**src/rtl/clk_div_prog.sv**
```systemverilog
// Programmable clock divider: registered clk_out with run-time period/high time and a period-start tick.
// Optional macro CLKDIV_GRACEFUL_STOP_EN lets the current period finish after en falls.
//
// state    | meaning
// ---------+--------------------------------------------------------------
// S_IDLE   | counter held at 0, clk_out/tick low, pending config applied at once
// S_RUN    | counter cycling 0..div_r-1, outputs follow the counter
// S_STOPPING | (macro only) en dropped, finishing the current period before idle

module clk_div_prog #(
  parameter int CNT_W    = 16,
  parameter int DEF_DIV  = 5,
  parameter int DEF_HIGH = 2
) (
  input  logic             clk,
  input  logic             reset_n,
  input  logic             en,
  input  logic             cfg_valid,
  output logic             cfg_ready,
  input  logic [CNT_W-1:0] cfg_div,
  input  logic [CNT_W-1:0] cfg_high,
  output logic             cfg_err,
  output logic             clk_out,
  output logic             tick,
  output logic             running
);

  localparam logic [CNT_W-1:0] ONE       = CNT_W'(1);
  localparam logic [CNT_W-1:0] TWO       = CNT_W'(2);
  localparam logic [CNT_W-1:0] DIV_RST   = CNT_W'(DEF_DIV);
  localparam logic [CNT_W-1:0] HIGH_RST  = CNT_W'(DEF_HIGH);

  typedef enum logic [1:0] {
    S_IDLE     = 2'd0,
`ifdef CLKDIV_GRACEFUL_STOP_EN
    S_STOPPING = 2'd2,
`endif
    S_RUN      = 2'd1
  } state_t;

  state_t           state_q;
  state_t           state_d;
  logic [CNT_W-1:0] cnt;
  logic [CNT_W-1:0] div_r;
  logic [CNT_W-1:0] high_r;
  logic [CNT_W-1:0] pend_div;
  logic [CNT_W-1:0] pend_high;
  logic [CNT_W-1:0] high_clamped;
  logic             pend;
  logic             at_wrap;
  logic             counting;
  logic             load;
  logic             accept;

  assign at_wrap = (cnt == (div_r - ONE));
  assign accept  = cfg_valid && cfg_ready;
  assign running = (state_q != S_IDLE);

  // High time is forced into 1..div-1 so every period has both phases.
  always_comb begin
    high_clamped = cfg_high;
    if (cfg_high == '0) begin
      high_clamped = ONE;
    end else if (cfg_high >= cfg_div) begin
      high_clamped = cfg_div - ONE;
    end
  end

  always_ff @(posedge clk) begin
    if (!reset_n) begin
      state_q <= S_IDLE;
    end else begin
      state_q <= state_d;
    end
  end

  always_comb begin
    state_d  = state_q;
    counting = 1'b0;
    case (state_q)
      S_IDLE: begin
        if (en) begin
          state_d = S_RUN;
        end
      end
      S_RUN: begin
        counting = 1'b1;
        if (!en) begin
`ifdef CLKDIV_GRACEFUL_STOP_EN
          state_d = at_wrap ? S_IDLE : S_STOPPING;
`else
          state_d = S_IDLE;
`endif
        end
      end
`ifdef CLKDIV_GRACEFUL_STOP_EN
      S_STOPPING: begin
        counting = 1'b1;
        if (en) begin
          state_d = S_RUN;
        end else if (at_wrap) begin
          state_d = S_IDLE;
        end
      end
`endif
      default: begin
        state_d = S_IDLE;
      end
    endcase
    load = pend && ((state_q == S_IDLE) || (counting && at_wrap));
  end

  // Config staging: cfg_ready mirrors "no config pending".
  always_ff @(posedge clk) begin
    if (!reset_n) begin
      div_r     <= DIV_RST;
      high_r    <= HIGH_RST;
      pend      <= 1'b0;
      pend_div  <= DIV_RST;
      pend_high <= HIGH_RST;
      cfg_ready <= 1'b1;
      cfg_err   <= 1'b0;
    end else begin
      cfg_err <= 1'b0;
      if (load) begin
        div_r     <= pend_div;
        high_r    <= pend_high;
        pend      <= 1'b0;
        cfg_ready <= 1'b1;
      end
      if (accept) begin
        if (cfg_div < TWO) begin
          cfg_err <= 1'b1;
        end else begin
          pend_div  <= cfg_div;
          pend_high <= high_clamped;
          pend      <= 1'b1;
          cfg_ready <= 1'b0;
        end
      end
    end
  end

  // Outputs are registered from the current count, so they trail cnt by one cycle.
  always_ff @(posedge clk) begin
    if (!reset_n) begin
      cnt     <= '0;
      clk_out <= 1'b0;
      tick    <= 1'b0;
    end else if (counting && (state_d != S_IDLE)) begin
      clk_out <= (cnt < high_r);
      tick    <= (cnt == '0);
      cnt     <= at_wrap ? '0 : (cnt + ONE);
    end else begin
      cnt     <= '0;
      clk_out <= 1'b0;
      tick    <= 1'b0;
    end
  end

endmodule

```
**config.mk**
```make
export PLATFORM = sky130hd
export DESIGN_NAME = clk_div_prog
export DESIGN_NICKNAME = d
export VERILOG_FILES = /design/src/rtl/clk_div_prog.sv
export SDC_FILE = /design/constraint.sdc
export NUM_CORES = 1
export LEC_CHECK = 0
export ABC_AREA = 1
export CELL_PAD_IN_SITES_DETAIL_PLACEMENT = 0
export CELL_PAD_IN_SITES_GLOBAL_PLACEMENT = 2
export CORE_ASPECT_RATIO = 1.75
export CORE_UTILIZATION = 33
export DETAILED_ROUTE_END_ITERATION = 6
export PLACE_DENSITY = 0.84
export SLEW_MARGIN = 10
export SYNTH_ARGS = -nofsm -noshare
export SYNTH_HDL_FRONTEND = slang
export SYNTH_SLANG_ARGS = --single-unit
```
**constraint.sdc**
```tcl
create_clock -name clk -period 2.1 [get_ports clk]
set_input_delay 0.42 -clock clk [delete_from_list [all_inputs] [get_ports clk]]
set_output_delay 0.42 -clock clk [all_outputs]
set_load 0.01 [all_outputs]
```
After elaboration in Yosys (flattened, before gate mapping)
Index checks and enable logic that the tools add are counted.
{"block": "op_classes", "n_addsub": 3, "n_lt_le_gt_ge": 3, "eq_ne": 2, "muxes": 13, "bitwise_logic": 3, "n_reduce_logical": 14}
{"operator": "zero test 16 bit", "n": 2}
{"operator": "two-way mux 16 bit", "n": 2}
{"operator": "subtractor 16 x 1 -> 16 bit, second input constant", "n": 2}
{"operator": "adder 16 x 1 -> 16 bit, second input constant", "n": 1}
{"operator": "equality test 16 bit", "n": 1}
{"operator": ">= comparator 16 bit", "n": 1}
{"operator": "< comparator 16 bit", "n": 1}
{"operator": "< comparator 16 x 2 -> 1 bit, second input constant", "n": 1}
{"operator": "two-way mux 1 bit", "n": 8}
{"operator": "AND reduction 2 bit", "n": 3}
{"operator": "logical AND 1 bit", "n": 4}
{"operator": "two-way mux 2 bit", "n": 2}
{"operator": "one-hot mux 2 bit (2 select lines)", "n": 1}
{"operator": "nonzero test 2 bit", "n": 2}
{"operator": "NOT 1 bit", "n": 3}
{"operator": "OR reduction 3 bit", "n": 1}
{"operator": "equality test 2 x 1 -> 1 bit, second input constant", "n": 1}
{"operator": "zero test 2 bit", "n": 1}
{"operator": "logical OR 1 bit", "n": 1}
{"block": "word_totals", "register_bits": 87, "inputBits": 36, "wordCells": 49}

Logic depth before layout (Yosys ltp)
{"block": "depth", "depth_word": 8, "depth_mapped": 17, "mapped_depth_nobuf": 17}

Least setup slack after synthesis
OpenSTA, ideal clock, no wires.
{"block": "synth_timing", "path_type": "register -> register", "start": "register div_r[0]", "end": "register div_r[10]", "t_arrival_ps": 1857, "required_ps": 1985, "setup_slack_ps": 128, "stages_incl_launch_ff": 17, "period_less_slack_ps": 1972, "cell_sequence": "dfxtp_1 -> inv_1 -> ha_1 -> nand2_1 -> nor2_1 -> nand3_1 -> nand3_1 -> nand2_1 -> nor2_1 -> nand3_1 -> nor2_2 -> nand2_2 -> nand2_4 -> buf_4 -> nand3_1 -> nand2_1 -> nor2_1"}
{"block": "synth_via", "elab_chain_cells": 5}
{"item": "from (decl)", "line_no": "44", "text": "logic [CNT_W-1:0] div_r;"}
{"item": "from (signal assigned)", "line_no": "126", "text": "div_r <= pend_div;"}
{"item": "subtractor 16 x 1 -> 16 bit", "line_no": "55", "text": "assign at_wrap = (cnt == (div_r - ONE));"}
{"item": "equality test 16 bit", "line_no": "55"}
{"item": "logical AND 1 bit", "line_no": "110", "text": "load = pend && ((state_q == S_IDLE) || (counting && at_wrap));"}
{"item": "logical OR 1 bit", "line_no": "110"}
{"item": "logical AND 1 bit", "line_no": "110"}
Every way passes these cells.
A chain may end at the register's enable or synchronous reset.

Final worst setup path
{"block": "layout_timing", "start": "register div_r[1]", "end": "register div_r[9]"}
Same word-level chain as after synthesis.

==> results.txt <==
----------------------------------------------------
[Floorplan]
  Y dimension of the die ... 170 um
  Number of ports placed on the die boundary ... 41
  Core Region ... around 0.016 mm^2
  Die outline area ... 0.0166 mm^2
  Initial core utilization ... 0.341
  Floorplan die width ... 97.8 um
  Cell row count ... 60

[Worst setup path]
  Reg-to-reg startpoint ... div_r[1]$_SDFFE_PN0P_
  R2r worst-path depth ... 17
  Crit. Startpoint ... div_r[1]$_SDFFE_PN0P_
  Startpoint Class ... register
  Peak fanout along the critical path ... 5
  Worst reg2reg path endpoint ... div_r[9]$_SDFFE_PN0P_
  Required time of the worst setup path ... 2.33 ns
  CP Capture Type ... register
  Class of the most critical setup path ... register to register
  Arrival time reported for the critical path endpoint ... approximately 2.5 ns
  Register-to-Register Setup Slack ... -0.17 ns
  Critical path destination ... div_r[9]$_SDFFE_PN0P_

[Detailed routing]
  DR pass1 iterations ... 6
  DRC violation total after the first TritonRoute iteration ... 220
  Wire length per cell after detailed routing ... 15.0 um
  Number of vias per cell ... between 4 and 5
  Final wirelength ... 16,800 um
  Count of antenna-violating nets left after detailed routing ... 0
  DRC ... 2
  Via count ... 5,549

[STA]
  Final worst-path cycle share ... 1.08
  Final total negative setup slack ... -3.89 ns
  Final hold violation count ... 0
  Maximum clock frequency ... 440 MHz
  Final setup violating endpoints ... 37
  Worst Setup Slack, final ... -0.173 ns
  Worst Max-Slew Pin Slew ... 0.620 ns
  Final min period ... 2.27 ns
  Post-Route Skew ... 0.00840 ns
  Worst relative slew slack ... 0.587
  Worst hold slack after final layout ... 0.456 ns
  Unrepaired setup endpoints after global routing ... yes
  Slew Viols, Final ... 0

[Global route]
  Largest net degree at the start of global routing ... 64
  Overflow left after global routing ... 0
  GRT Overall Usage ... 0.211
  First-pass GRT wire length ... approximately 27,000 um
  Vias in the first global route ... 5,819
  Antenna violations before repair ... 0

[Synth]
  Cell types with the largest area share after synthesis ... sky130_fd_sc_hd__dfxtp_1, sky130_fd_sc_hd__nand2_1, sky130_fd_sc_hd__ha_1, sky130_fd_sc_hd__inv_1, sky130_fd_sc_hd__a21oi_1
  Warnings, synthesis ... 0
  Most instantiated cells after synthesis ... sky130_fd_sc_hd__nand2_1, sky130_fd_sc_hd__inv_1, sky130_fd_sc_hd__dfxtp_1, sky130_fd_sc_hd__nor2_1, sky130_fd_sc_hd__a21oi_1
  Number of register bits inferred by synthesis ... 87
  Sequential fraction of the synthesis area ... 0.329
  Count of distinct cell types in the synthesized netlist ... 38
  Synthesized instance count ... 780
  Post-Synthesis Net Count ... around 850
  Area of the mapped netlist ... 0.00530 mm^2
  Leading register cell type out of synthesis ... sky130_fd_sc_hd__dfxtp_1
  Share of the synthesized area in the top cell type ... 0.329
  Most used standard cell by instance count after synthesis ... sky130_fd_sc_hd__nand2_1
  Avg Inst Size Synth ... between 6 and 7 um^2
  Number of enable flip-flop cells after synthesis ... 0
  Proportion of register bits with asynchronous set or reset after synthesis ... 0
  Largest area contributor in the synthesized netlist ... sky130_fd_sc_hd__dfxtp_1

[Outcome]
  Violated checks ... design-rule violations, negative setup slack
  Outcome ... finished with violations

[Layout]
  Final-stage net count ... 1,003
  Post-route standard cell area excluding fillers ... between 0.007 and 0.008 mm^2
  Post-synthesis to final-layout area growth ... 46.5%
  Number of antenna diodes ... 0
  Final core utilization ... 0.499
  Share of layout cells above drive strength 1 ... 0.288

[Power and ir drop]
  Power density of the placed cells ... 588 mW/mm^2
  Total Power ... roughly 4.6 mW
  Worst VDD drop ... between 0.0003 and 0.0004 V
  Leakage power of the design ... 3.45 nW

[Clocking]
  Maximum level of the CTS H-tree ... 3
  Clock insertion delay at the later pin of the skew report ... 0.34 ns
  CTS tree ... built
  Sinks on the clock net ... 87
  Max clock buf depth ... 2
  Clock transition at path regs ... 0.07 ns
  Cts bufs inserted ... 9
  Library cell used as clock root buffer ... sky130_fd_sc_hd__clkbuf_16

[Place]
  Dpl hpwl ... 12,700 um
  Post-detailed-placement cell area ... 0.00665 mm^2
  RD Place Congestion ... just over 0.9
  Number of input and output port buffers inserted ... 40

[Min path]
  Origin of the worst min-delay path ... pend_div[6]$_SDFFE_PN0P_
  Type of the tightest min-delay check ... register to register

[Flow run]
  Maximum Capacitance Violations ... 0

----------------------------------------------------
stage by stage:
stage               instances  worst slack, ns
finish                   1123           -0.173
floorplan                 780            0.128
detailed placement       1085           -0.587
global placement         1085           -0.526
global route             1123           -0.291
CTS                      1121           -0.148
logic make-up (layout without fill, tap and decap cells):
group / after synthesis / in the layout / share of synthesized area
AOI/OAI and AO/OA: 131 / 131 / 0.136
DFF: 87 / 87 / 0.329
other: 1 / 1 / 0.000708
and+or+nand+nor: 360 / 361 / 0.299
xor gates and xnor gates: 26 / 26 / 0.0430
adders and majority gates: 35 / 35 / 0.0827
buffers and inverters: 140 / 296 / 0.110
worst min path at each step:
stage	end	slack [ns]	cells past startpoint
after floorplan	state_q[0]$_SDFF_PN0_	0.42	1
after global placement	state_q[0]$_SDFF_PN0_	0.43	1
after detailed placement	state_q[0]$_SDFF_PN0_	0.44	1
after CTS	state_q[0]$_SDFF_PN0_	0.45	1
after global routing	pend_div[14]$_SDFFE_PN0P_	0.48	2
final	pend_div[6]$_SDFFE_PN0P_	0.46	2
layer usage:
layer / vias to the layer above / part of all wire / GRT usage
met2: 112 / 0.57 / 0.419
met1: 2527 / 0.34 / 0.187
met4: 0 / 0.074 / 0.165
li1: 2850 / - / -
met3: 60 / 0.022 / 0.0280
met5: - / 0 / 0
timing repair:
action,CTS,global route
gates resized for setup,106,78
endpoints found under the setup margin,80,68
cloned,6,1
setup buffers,14,5
pin swaps,27,31
hold buffers,0,0
sequential cells by signal (all words and copies together), names as in the netlist:
register / count
cnt: 16
div_r: 16
high_r: 16
pend_div: 16
pend_high: 16
state_q: 2
cfg_err: 1
cfg_ready: 1
clk_out: 1
pend: 1
tick: 1
worst max-delay path, cell delays in order (launching register included):
cell                        delay (ns)
sky130_fd_sc_hd__dfxtp_2          0.33
sky130_fd_sc_hd__buf_6            0.12
sky130_fd_sc_hd__nor2_4           0.11
sky130_fd_sc_hd__nand2_2          0.10
sky130_fd_sc_hd__nor2_4           0.20
sky130_fd_sc_hd__nand2_1          0.08
sky130_fd_sc_hd__nand3_1          0.09
sky130_fd_sc_hd__nand2_1          0.07
sky130_fd_sc_hd__nor2_2           0.17
sky130_fd_sc_hd__nand3_2          0.11
sky130_fd_sc_hd__nor2_4           0.16
sky130_fd_sc_hd__nand2_4          0.09
sky130_fd_sc_hd__nand2_8          0.09
sky130_fd_sc_hd__buf_12           0.13
sky130_fd_sc_hd__clkbuf_16        0.14
sky130_fd_sc_hd__nand3_1          0.06
sky130_fd_sc_hd__nand2_1          0.08
sky130_fd_sc_hd__nor2_1           0.05
final cells by class:
class,instances,area [um^2]
sequential,87,1750
clock inverter,7,80.1
multi-input combinational,554,3470
timing repair buffer,172,1600
inverter,108,405
clock buffer,9,225
fill,1565,7780
tap,186,233
power breakdown:
| part | total, mW | internal [mW] | leakage [nW] | switching, mW |
|---|---|---|---|---|
| combinational | 1.11 | 0.533 | 2.59 | 0.576 |
| sequential | 1.80 | 1.75 | 0.714 | 0.0597 |
| clock | 1.65 | 0.935 | 0.143 | 0.715 |
cell usage in the layout (no fill, tap or decap), types with 5 or more instances in the layout:
cell type / n
sky130_fd_sc_hd__nand2_1: 135
sky130_fd_sc_hd__buf_4: 109
sky130_fd_sc_hd__inv_1: 97
sky130_fd_sc_hd__dfxtp_1: 79
sky130_fd_sc_hd__nor2_1: 75
sky130_fd_sc_hd__a21oi_1: 66
sky130_fd_sc_hd__nand3_1: 61
sky130_fd_sc_hd__ha_1: 25
sky130_fd_sc_hd__o211ai_1: 21
sky130_fd_sc_hd__o21ai_0: 20
sky130_fd_sc_hd__dlygate4sd2_1: 18
sky130_fd_sc_hd__xor2_1: 17
sky130_fd_sc_hd__nand3_2: 16
sky130_fd_sc_hd__nand2_2: 13
sky130_fd_sc_hd__a21oi_2: 12
sky130_fd_sc_hd__nor2_2: 11
sky130_fd_sc_hd__inv_2: 10
sky130_fd_sc_hd__clkbuf_16: 10
sky130_fd_sc_hd__ha_4: 9
sky130_fd_sc_hd__xnor2_1: 8
sky130_fd_sc_hd__dfxtp_2: 8
sky130_fd_sc_hd__clkbuf_2: 8
sky130_fd_sc_hd__clkdlybuf4s50_1: 8
sky130_fd_sc_hd__buf_12: 8
sky130_fd_sc_hd__nor2_4: 7
sky130_fd_sc_hd__nand4_1: 7
sky130_fd_sc_hd__buf_6: 7
sky130_fd_sc_hd__nor4_1: 6
sky130_fd_sc_hd__nor3_1: 5
(Power assumes the default switching activity.)
